## src/rtl/weakbus_arbiter.sv

```systemverilog
// Round-robin arbiter sharing one weakcore slave bus between two masters.
// Optional busy timeout with sticky bus_err is enabled by defining WEAKBUS_TIMEOUT_EN.
module weakbus_arbiter #(
    parameter int unsigned ADDR_W  = 32,
    parameter int unsigned DATA_W  = 32,
    parameter int unsigned TIMEOUT = 255
) (
    input  logic                clk,
    input  logic                rst,
    input  logic                m0_req,
    input  logic [ADDR_W-1:0]   m0_addr,
    input  logic                m0_wr,
    input  logic [DATA_W/8-1:0] m0_wr_mask,
    input  logic [DATA_W-1:0]   m0_out,
    output logic [DATA_W-1:0]   m0_in,
    output logic                m0_ack,
    input  logic                m1_req,
    input  logic [ADDR_W-1:0]   m1_addr,
    input  logic                m1_wr,
    input  logic [DATA_W/8-1:0] m1_wr_mask,
    input  logic [DATA_W-1:0]   m1_out,
    output logic [DATA_W-1:0]   m1_in,
    output logic                m1_ack,
    output logic                s_req,
    output logic [ADDR_W-1:0]   s_addr,
    output logic                s_wr,
    output logic [DATA_W/8-1:0] s_wr_mask,
    output logic [DATA_W-1:0]   s_out,
    input  logic [DATA_W-1:0]   s_in,
    input  logic                s_ack,
    output logic                grant,
    output logic                bus_err
);

    localparam int unsigned MaskW = DATA_W / 8;

    typedef enum logic [0:0] {StIdle, StBusy} state_e;

    state_e              state_q, state_d;
    logic                last_q;
    logic                grant_q;
    logic [ADDR_W-1:0]   s_addr_q;
    logic                s_wr_q;
    logic [MaskW-1:0]    s_wr_mask_q;
    logic [DATA_W-1:0]   s_out_q;

    logic winner;
    logic start;
    logic done_ok;
    logic expire;
    logic finish;

    // On a tie the master that did not win last time takes the bus.
    assign winner  = (m0_req && m1_req) ? ~last_q : m1_req;
    assign start   = (state_q == StIdle) && (m0_req || m1_req);
    assign done_ok = (state_q == StBusy) && s_ack;
    assign finish  = done_ok || expire;

`ifdef WEAKBUS_TIMEOUT_EN
    localparam int unsigned CntW = $clog2(TIMEOUT + 1);

    logic [CntW-1:0] cnt_q;
    logic            bus_err_q;

    assign expire = (state_q == StBusy) && !s_ack && (cnt_q == CntW'(TIMEOUT - 1));

    always_ff @(posedge clk) begin
        if (rst) begin
            cnt_q     <= '0;
            bus_err_q <= 1'b0;
        end else begin
            if (start) begin
                cnt_q <= '0;
            end else if (state_q == StBusy && !finish) begin
                cnt_q <= cnt_q + 1'b1;
            end
            if (expire) begin
                bus_err_q <= 1'b1;
            end
        end
    end

    assign bus_err = bus_err_q;
`else
    logic unused_timeout;

    assign unused_timeout = ^TIMEOUT;
    assign expire         = 1'b0;
    assign bus_err        = 1'b0;
`endif

    // State register
    always_ff @(posedge clk) begin
        if (rst) begin
            state_q <= StIdle;
        end else begin
            state_q <= state_d;
        end
    end

    // Next-state logic
    always_comb begin
        state_d = state_q;
        unique case (state_q)
            StIdle:  if (start)  state_d = StBusy;
            StBusy:  if (finish) state_d = StIdle;
            default: state_d = StIdle;
        endcase
    end

    // Latched transaction and round-robin history
    always_ff @(posedge clk) begin
        if (rst) begin
            last_q      <= 1'b1;
            grant_q     <= 1'b0;
            s_addr_q    <= '0;
            s_wr_q      <= 1'b0;
            s_wr_mask_q <= '0;
            s_out_q     <= '0;
        end else if (start) begin
            grant_q     <= winner;
            s_addr_q    <= winner ? m1_addr    : m0_addr;
            s_wr_q      <= winner ? m1_wr      : m0_wr;
            s_wr_mask_q <= winner ? m1_wr_mask : m0_wr_mask;
            s_out_q     <= winner ? m1_out     : m0_out;
        end else if (finish) begin
            last_q <= grant_q;
        end
    end

    // Outputs; a completion is never forwarded during a reset cycle.
    always_comb begin
        logic [DATA_W-1:0] rdata;
        logic              fire;

        fire  = finish && !rst;
        rdata = done_ok ? s_in : {DATA_W{1'b1}};

        s_req     = (state_q == StBusy);
        s_addr    = s_addr_q;
        s_wr      = s_wr_q;
        s_wr_mask = s_wr_mask_q;
        s_out     = s_out_q;
        grant     = grant_q;

        m0_ack = fire && !grant_q;
        m1_ack = fire && grant_q;
        m0_in  = m0_ack ? rdata : '0;
        m1_in  = m1_ack ? rdata : '0;
    end

endmodule

```

## config.mk

```make
export PLATFORM = sky130hd
export DESIGN_NAME = weakbus_arbiter
export DESIGN_NICKNAME = d
export VERILOG_FILES = /design/src/rtl/weakbus_arbiter.sv
export SDC_FILE = /design/constraint.sdc
export NUM_CORES = 1
export LEC_CHECK = 0
export ABC_AREA = 0
export ABC_CLOCK_PERIOD_IN_PS = 1700
export BUFFER_PORTS_ARGS = -buffer_cell sky130_fd_sc_hd__buf_2
export CELL_PAD_IN_SITES_DETAIL_PLACEMENT = 1
export CELL_PAD_IN_SITES_GLOBAL_PLACEMENT = 1
export CORE_MARGIN = 2
export CORE_UTILIZATION = 22
export CTS_CLUSTER_DIAMETER = 40
export CTS_CLUSTER_SIZE = 24
export DETAILED_ROUTE_END_ITERATION = 12
export PLACE_DENSITY_LB_ADDON = 0.1
export SYNTH_ARGS = -nofsm -noshare
export SYNTH_HDL_FRONTEND = slang
export SYNTH_SLANG_ARGS = --single-unit
export TNS_END_PERCENT = 20
```

## constraint.sdc

```tcl
create_clock -name clk -period 1.7 [get_ports clk]
set_clock_uncertainty 0.15 [all_clocks]
set_input_delay 0.425 -clock clk [delete_from_list [all_inputs] [get_ports clk]]
set_output_delay 0.425 -clock clk [all_outputs]
set_load 0.02 [all_outputs]
```

==> implementation parameters <==
Parameter                              Value

Worst hold path
  Classification of the worst-slack hold path ... input pin to flop
  Number of cells on the worst hold path ... 3
  Hold Path End ... s_addr[11]
  Start point of the worst min-delay path ... m0_addr[11]

Layout
  Multi-input logic area ... 0.00207 mm^2
  Register cell area after layout ... 0.00145 mm^2
  Layout filler cell count ... 1975
  Proportion of layout cells with a drive suffix above 1 ... 54.6%
  Number of antenna cells inserted ... 0
  Area growth from synthesis to final layout ... 75.2%
  Most common cell after layout, fill and taps aside ... sky130_fd_sc_hd__buf_2
  Leading cell types in the layout, fill and taps excluded ... sky130_fd_sc_hd__buf_2 (246), sky130_fd_sc_hd__nor2_1 (70), sky130_fd_sc_hd__dfxtp_1 (70)
  Net total in the final layout ... 943

Synth
  Post-synthesis cell count ... 471
  Syn Nets ... 646
  Most common flop cell mapped by yosys ... sky130_fd_sc_hd__dfxtp_1
  Post-synthesis register bit count ... 72
  Distinct cell type count of the synthesized netlist ... 22
  Fraction of synthesis flops using an asynchronous set or reset pin ... 0%
  EDFF count, synth ... 0
  Share of the yosys chip area belonging to registers ... 39.9%
  Yosys warning count ... 0
  Mapped Area ... 0.00361 mm^2
  Mean area per synthesized cell ... 7.66 um^2

Timing
  Worst-case headroom to the max-slew limit ... 61.5%
  Setup repair after global routing missed its margin ... true
  Fmax ... 473 MHz
  Actual transition at the worst max-transition pin ... 578 ps
  Hold WS ... 171 ps
  Final setup fails ... 66
  Final max-slew violation count ... 0
  Part of the cycle the worst path needs ... 124%
  Min Tclk post-route ... 2110 ps
  Final critical-path setup slack ... -414 ps
  Final-report hold violation count ... 0

Worst setup path
  Data arrival, critical path ... 1540 ps
  Reg2reg end ... s_wr
  Startpoint type of the worst setup path ... flop
  Worst path slowest cell ... sky130_fd_sc_hd__dfxtp_4
  Largest incremental delay on the critical path ... 360 ps
  Register-to-Register Setup Slack ... 130 ps
  Maximum fanout encountered on the critical timing path ... 17
  Crit path buf inv count ... 3
  Largest delay contributor family on the critical path ... simple AND/OR/NAND/NOR gates
  Worst Reg-to-Reg Cells ... 5
  Reg-to-reg startpoint ... s_req
  Critical path class ... flop to output pin
  Capturing element type of the critical path ... output pin
  Crit path required time ... 1120 ps
  Critical Path, Cell by Cell ... nand2_4 > nor3b_4 > buf_4 > buf_12 > and2_1 > buf_6

Floorplan
  Initial Utilization ... 22.6%
  Die span in x ... 132 um
  # IOs ... 313
  Die boundary height ... 132 um
  Floorplan core area ... 0.0159 mm^2
  Core Rows ... 46
  Area of the die ... 0.0174 mm^2

CTS
  Inserted Clock Buffers ... 9
  Hold-fix buffer count after cts ... 0
  Number of buffers on the longest clock path ... 2
  Number of clock sinks ... 72
  H-Tree Level Count ... 3
  CTS clock-pin slew for the worst setup and hold paths ... 60 ps
  CTS root buffer ... sky130_fd_sc_hd__clkbuf_16
  Clock tree from TritonCTS ... built
  Clock latency of the later-clocked register in the worst-skew pair ... 340 ps

Power and ir drop
  Leakage power summed over all cells ... 3.18 nW
  Power density relative to cell area ... 860 mW/mm^2
  Peak supply drop ... 0.440 mV

Route
  Iter 0 DRT Violations ... 110
  Wirelength per Cell ... 17.6 um
  Vias after detailed routing ... 4581
  Final wirelength ... 17400 um
  Number of detailed-routing iterations run before antenna repair ... 4
  Per-cell via count in the routed design ... 4.63
  Antenna Nets Post-Route ... 0
  Drc violations ... 0

Placed design
  Total half-perimeter wirelength after legalization and detailed placement ... 12700 um
  Final weighted congestion of routability-driven global placement ... 0.813
  Pre-CTS worst setup slack ... -268 ps
  IO Port Bufs ... 311

Global route
  Pin count of the biggest net entering global routing ... 51
  Wire length of the first global-routing pass ... 27400 um
  Antenna violations before repair ... 0
  Vias in the first global route ... 4857
  Total routing usage reported by global routing ... 19.8%
  Total congestion overflow after global routing ... 0

Run
  Max cap viols ... 0

Outcome
  Outcome ... finished with violations
  Violated checks ... negative setup slack
==> metal layers <==
metal / part of all wire (%) / track usage [%] / vias up
met5: 0 / 0 / -
met4: 2.9 / 7.61 / 0
met3: 6.9 / 5.92 / 36
met2: 51 / 35.1 / 196
met1: 40 / 22.1 / 2157
li1: - / - / 2192
==> worst min-delay path, cell delays in order <==
cell	delay (ps)
sky130_fd_sc_hd__buf_2	90
sky130_fd_sc_hd__nand2_1	40
sky130_fd_sc_hd__a211oi_1	50
==> state kept, by name (all words and copies together), names as in the netlist <==
name and flops:
s_out 32, s_wr 1, s_addr 32, s_req 1, s_wr_mask 4, grant 1, last_q 1
==> worst max path at each step <==
stage / from / end / slack [ps] / cells past startpoint
2_1_floorplan: s_ack / m1_in[10] / -40 / 4
3_3_place_gp: s_ack / m1_in[13] / -210 / 6
3_5_place_dp: s_ack / m1_in[21] / -270 / 6
4_1_cts: s_req / m1_in[1] / -420 / 6
5_1_grt: s_req / m1_in[0] / -500 / 6
6_report: s_req / m1_in[0] / -410 / 6
==> metrics by stage <==
stage	cells	TNS [ps]	util [%]	cell area [um^2]	total power (W)
after detailed placement	971	-16190	35.0	5580	0.00341
after global routing	989	-26640	39.7	6320	0.00575
after CTS	990	-25580	39.8	6350	0.00554
after floorplan	471	-860	-	3750	0.00278
after global placement	971	-12840	35.0	5580	0.00337
final	989	-21590	39.7	6320	0.00544
==> repair_timing <==
action | CTS | global route
gates resized for setup | 130 | 2
endpoints found under the setup margin | 66 | 66
pin swaps | 13 | 1
gates cloned | 1 | 0
setup buffers | 2 | 0
==> synth_stat cells, types with 2 or more instances <==
master	instances	area, um^2
sky130_fd_sc_hd__a211oi_2	10	125
sky130_fd_sc_hd__clkbuf_1	18	67.6
sky130_fd_sc_hd__buf_4	3	22.5
sky130_fd_sc_hd__dfxtp_1	72	1440
sky130_fd_sc_hd__and2_1	64	400
sky130_fd_sc_hd__buf_6	2	22.5
sky130_fd_sc_hd__a211oi_1	60	450
sky130_fd_sc_hd__nor2_1	70	263
sky130_fd_sc_hd__a21oi_1	69	345
sky130_fd_sc_hd__nand2_1	70	263
sky130_fd_sc_hd__buf_2	22	110
==> where the power goes <==
group          switching (W)  internal (W)  total [W]
Combinational       0.000853      0.000585    0.00144
Clock               0.000769       0.00129    0.00206
Sequential         0.0000848       0.00186    0.00195
Total                0.00171       0.00373    0.00544
==> cells by family after synthesis <==
family / count (synthesis) / share of synthesized area (%)
AND/OR/NAND/NOR: 208 / 26.6
AO/OA/AOI/OAI: 145 / 27.2
flip-flops: 72 / 39.9
buffers and inverters: 45 / 6.17
other: 1 / 0.104
==> layout make-up <==
class / count / area share [%]
Clock inverter: 5 / 1.29
Timing Repair Buffer: 331 / 35.1
Tap cell: 216 / 4.27
Sequential cell: 72 / 22.9
Clock buffer: 11 / 3.68
Multi-Input combinational cell: 354 / 32.7
(Power assumes the default switching activity.)
